--- config.mk ---
export PLATFORM = sky130hd
export DESIGN_NAME = rf_wport_arb
export DESIGN_NICKNAME = d
export VERILOG_FILES = /design/src/rtl/rf_wport_arb.sv
export SDC_FILE = /design/constraint.sdc
export NUM_CORES = 1
export LEC_CHECK = 0
export CORE_AREA = 5 5 106 108
export CTS_BUF_LIST = sky130_fd_sc_hd__clkbuf_2 sky130_fd_sc_hd__clkbuf_4 sky130_fd_sc_hd__clkbuf_8
export DETAILED_ROUTE_END_ITERATION = 16
export DIE_AREA = 0 0 111 113
export PLACE_DENSITY = 0.8
export SYNTH_ARGS = -nofsm -noshare
export SYNTH_HDL_FRONTEND = slang
export SYNTH_SLANG_ARGS = --single-unit
export TNS_END_PERCENT = 20
--- constraint.sdc ---
create_clock -name clk -period 2.1 [get_ports clk]
set_clock_uncertainty 0.1 [all_clocks]
set_input_delay 0.315 -clock clk [delete_from_list [all_inputs] [get_ports clk]]
set_output_delay 0.315 -clock clk [all_outputs]
set_load 0.02 [all_outputs]
--- src/rtl/rf_wport_arb.sv ---
// Register-file write-port arbiter: pipeline writeback vs. a 2-entry MDU result queue.
// Optional queue forwarding lookup is enabled by defining RF_ARB_FWD_EN.
module rf_wport_arb #(
    parameter int unsigned STARVE_MAX = 4
) (
    input  logic        clk,
    input  logic        rst,
    input  logic        wb_valid,
    input  logic [4:0]  wb_rd,
    input  logic [31:0] wb_data,
    input  logic        mdu_valid,
    input  logic [4:0]  mdu_rd,
    input  logic [31:0] mdu_data,
    output logic        mdu_ready,
    output logic        rf_wr,
    output logic [4:0]  rf_wr_reg,
    output logic [31:0] rf_wr_data,
    output logic        wb_stall,
    output logic [1:0]  pend_count,
    input  logic [4:0]  fwd_rs,
    output logic        fwd_hit,
    output logic [31:0] fwd_data
);

    localparam logic [4:0] SMAX = 5'(STARVE_MAX);

    logic [4:0]  q_rd   [2];
    logic [31:0] q_data [2];
    logic [1:0]  q_live;
    logic        rd_ptr;
    logic        wr_ptr;
    logic [1:0]  count;
    logic [3:0]  starve;
    logic        stall_q;
    logic        popped_q;

    logic push;
    logic pop;
    logic wb_grant;
    logic head_live;
    logic starve_hit;

    assign mdu_ready  = (count < 2'd2);
    assign pend_count = count;
    assign wb_stall   = stall_q;

    assign push      = mdu_valid && mdu_ready;
    assign wb_grant  = !stall_q && wb_valid && (wb_rd != 5'd0);
    assign pop       = !wb_grant && (count != 2'd0);
    assign head_live = q_live[rd_ptr];

    // A lost arbitration that brings the counter up to STARVE_MAX.
    assign starve_hit = (count != 2'd0) && !pop
                     && (starve != 4'hF)
                     && (({1'b0, starve} + 5'd1) == SMAX);

    always_comb begin
        rf_wr      = 1'b0;
        rf_wr_reg  = 5'd0;
        rf_wr_data = 32'd0;
        unique case (1'b1)
            wb_grant: begin
                rf_wr      = 1'b1;
                rf_wr_reg  = wb_rd;
                rf_wr_data = wb_data;
            end
            pop && head_live: begin
                rf_wr      = 1'b1;
                rf_wr_reg  = q_rd[rd_ptr];
                rf_wr_data = q_data[rd_ptr];
            end
            default: ;
        endcase
    end

    always_ff @(posedge clk) begin
        if (push) begin
            q_rd[wr_ptr]   <= mdu_rd;
            q_data[wr_ptr] <= mdu_data;
        end
    end

    always_ff @(posedge clk or posedge rst) begin
        if (rst) begin
            q_live   <= 2'b00;
            rd_ptr   <= 1'b0;
            wr_ptr   <= 1'b0;
            count    <= 2'd0;
            starve   <= 4'd0;
            stall_q  <= 1'b0;
            popped_q <= 1'b0;
        end else begin
            // Newer pipeline write kills older queued writes to the same rd.
            if (wb_grant) begin
                for (int i = 0; i < 2; i++) begin
                    if (q_rd[i] == wb_rd) q_live[i] <= 1'b0;
                end
            end
            if (pop) begin
                q_live[rd_ptr] <= 1'b0;
                rd_ptr         <= ~rd_ptr;
            end
            if (push) begin
                q_live[wr_ptr] <= (mdu_rd != 5'd0);
                wr_ptr         <= ~wr_ptr;
            end

            case ({push, pop})
                2'b10:   count <= count + 2'd1;
                2'b01:   count <= count - 2'd1;
                default: ;
            endcase

            if (count == 2'd0 || pop) begin
                starve <= 4'd0;
            end else if (starve != 4'hF) begin
                starve <= starve + 4'd1;
            end

            // Stall persists through the cycle after the first pop.
            if (stall_q) begin
                if (popped_q) begin
                    stall_q  <= 1'b0;
                    popped_q <= 1'b0;
                end else if (pop) begin
                    popped_q <= 1'b1;
                end
            end else if (starve_hit) begin
                stall_q <= 1'b1;
            end
        end
    end

`ifdef RF_ARB_FWD_EN
    logic yng;
    logic old;

    assign yng = ~wr_ptr;
    assign old = wr_ptr;

    always_comb begin
        fwd_hit  = 1'b0;
        fwd_data = 32'd0;
        if (fwd_rs != 5'd0) begin
            if (q_live[yng] && q_rd[yng] == fwd_rs) begin
                fwd_hit  = 1'b1;
                fwd_data = q_data[yng];
            end else if (q_live[old] && q_rd[old] == fwd_rs) begin
                fwd_hit  = 1'b1;
                fwd_data = q_data[old];
            end
        end
    end
`else
    logic fwd_unused;

    assign fwd_unused = ^fwd_rs;
    assign fwd_hit    = 1'b0;
    assign fwd_data   = 32'd0;
`endif

endmodule

==> flow_summary.yaml <==
outcome:
  outcome: "finished with violations"
  violations: "setup timing"
detailed_routing:
  ant_nets: 0
  dr.first_iter.drc_count: 79
  vias: 2859
  wl_per_cell_um: 17.4
  drt-vias-per-instance: 4.77
  finalWirelength_um: 10400
  dr.pass1.iters: 4
  drc_errors: 0
pwr:
  finalPower_w: 0.00665
  p_per_area_mw_per_mm2: 1070
  cellLeakagePower_nw: 2.49
  irDropWorstVdd_uv: 453
logic_synthesis:
  ys_ff_latch: 86
  synth_top_area_share_pct: 54.3
  syn_area_mm2: 0.00409
  synth_most_common_cell: "edfxtp_1"
  synthArstFlopShare_pct: 14.0
  yosys.area.top_type: "edfxtp_1"
  synth_area_leaders: "edfxtp_1 (54%), mux2i_1 (9.8%), dfrtp_1 (7.3%)"
  synth_cells: 307
  yosys_most_used_dff: "edfxtp_1"
  synth_edf_count: 74
  syn_avg_cell_area_um2: 13.3
  yosys_warnings: 0
  synth_top_cells_by_count: "edfxtp_1 (74), mux2i_1 (40), nand2_1 (39)"
  yosysSeqAreaShare_pct: 61.7
  synth_cell_type_count: 30
sta:
  fmax_mhz: 393
  maxSlewViolCount: 0
  setup_viol: 38
  tightest_slew_ns: 0.510
  hold_violations: 0
  setup_ws_ns: -0.444
  period_needed_ns: 2.54
  timing.slew.headroom_pct: 65.6
  rsz0062_at_grt: "true"
  post-route-period-util_pct: 121
setup_path:
  worst_setup_path_end_kind: "output pin"
  cp_slowest_cell: "or4_4"
  crit_buf_inv: 4
  slowest_delay_ns: 0.53
  rrSetupSlack_ns: 0.24
  path_max_fanout: 5
  path_delay_family: "simple AND/OR/NAND/NOR gates"
  path_cells: "buf_6 > or4_4 > o21a_4 > or3_4 > buf_6 > buf_16 > o21ai_4 > buf_6"
  startpoint: "wb_rd[1]"
  crit_path_frequent_cell: "buf_6"
  path_class: "in2out"
  r2r_cells: 8
  startpoint_type: "input pin"
  arrival_ns: 2.13
  regToRegStartpoint: "wb_stall"
  r2r_end: "pend_count[1]"
  critPathRequiredTime_ns: 1.68
clocking:
  htreeDepth: 3
  cts_tree: "done"
  cts_hold_buf: 0
  clock_sinks: 86
  clock_latency_ns: 0.35
  root_buffer: "clkbuf_8"
  clockBufferDepth: 2
  clk_pin_slew_ns: 0.10
  cts_buffers: 9
die:
  initial_core_util_pct: 40.4
  die_x_um: 111
  rows: 37
  core_area_mm2: 0.0101
  die_h_um: 113
  design.portCount: 158
  die-area_mm2: 0.0125
finish:
  design_area_mm2: 0.00623
  final_cells: 599
  nNetsFinal: 544
  area_growth_pct: 52.3
  drive_above_1_share_pct: 29.2
  nFillCells: 776
  antenna_cells: 0
placement:
  portBuffers: 119
  gp_congestion: 0.774
  dpl.cell_count: 571
  post-dp-hpwl_um: 6950
  post_dp_cell_area_mm2: 0.00573
run:
  maxCapViolCount: 0
grt:
  grt_pass1_vias: 3036
  grt_usage_pct: 15.5
  grt_pass1_wl_um: 15400
  antenna_found_initial: 0
  grt_max_degree: 40
  overflow: 0
hold_path:
  hp-class: "in2async"
cell families after synthesis:
| kind of cell | count (synthesis) | synth area share (%) |
|---|---|---|
| simple gates | 63 | 6.88 |
| compound gates | 47 | 8.87 |
| fa+ha+maj | 3 | 0.918 |
| flops | 86 | 61.7 |
| buf+inv | 51 | 8.38 |
| other cells | 1 | 0.0917 |
| xor+xnor | 16 | 3.42 |
| mux | 40 | 9.79 |
flip-flops by register name, indices dropped and copies added, names as in the netlist:
signal      count
pend_count      2
q_data         64
q_rd           10
q_live          2
wr_ptr          1
wb_stall        1
starve          4
rd_ptr          1
popped_q        1
layer usage:
layer  part of all wire [%]  vias up  global-route usage, %
met5                      0        -                      0
met4                    1.4        0                   5.34
met3                    7.6       13                   3.96
met2                     53      130                   28.8
met1                     38     1370                   17.4
li1                       -     1346                      -
cell type report:
cell class / instances / area (um^2) / share of cell area [%]
Clock buffer: 9 / 124 / 1.99
Clock inverter: 7 / 71.3 / 1.14
Inverter: 5 / 18.8 / 0.301
Multi-Input combinational cell: 202 / 1620 / 26.0
Sequential cell: 86 / 2520 / 40.5
Tap cell: 136 / 170 / 2.73
Timing Repair Buffer: 154 / 1700 / 27.3
power breakdown:
part	total, W	internal (W)	switching, W
Sequential	0.00235	0.00224	0.000116
Clock	0.00116	0.000555	0.000606
Combinational	0.00314	0.00148	0.00165
Total	0.00665	0.00427	0.00238
metrics by stage:
stage               setup slack (ns)  TNS [ns]  util (%)  hold WS (ns)
floorplan                     -0.174     -9.43         -        0.0797
global placement               -1.17    -46.99      56.5         0.366
detailed placement             -1.22    -47.78      56.5         0.373
CTS                           -0.481    -16.42      60.8         0.175
global route                  -0.480    -16.57      61.5         0.226
finish                        -0.444    -15.30      61.5         0.171
what timing repair did:
item	in CTS	in global routing
pin swaps	10	4
gates resized for setup	254	13
cloned	4	2
endpoints found under the setup margin	41	42
hold endpoints to repair	0	0
buffers inserted	6	2
worst max path at each step:
| stage | to | cells past startpoint | slack, ns |
|---|---|---|---|
| final | rf_wr_data[10] | 8 | -0.44 |
| after global routing | rf_wr_data[28] | 8 | -0.48 |
| after CTS | rf_wr_data[10] | 8 | -0.48 |
| after detailed placement | rf_wr_data[29] | 7 | -1.22 |
| after global placement | rf_wr_reg[1] | 7 | -1.17 |
| after floorplan | rf_wr_data[0] | 6 | -0.17 |
placed cells by master, fill, tap and decap left out, drive strengths merged, types with 2 or more instances in the layout:
cell,synthesis,layout
and4,2,2
buf,38,74
clkbuf,8,11
clkdlybuf4s50,0,76
clkinv,0,4
conb,1,33
dfrtp,12,12
edfxtp,74,74
ha,3,3
inv,5,7
mux2i,40,40
nand2,39,39
nand2b,4,4
nand3,3,3
nor2,7,7
nor3,2,2
o21ai,40,40
o22ai,2,2
o311ai,2,2
or4,2,2
xnor2,10,10
xor2,6,6
Power figures use the tool's default switching activity.
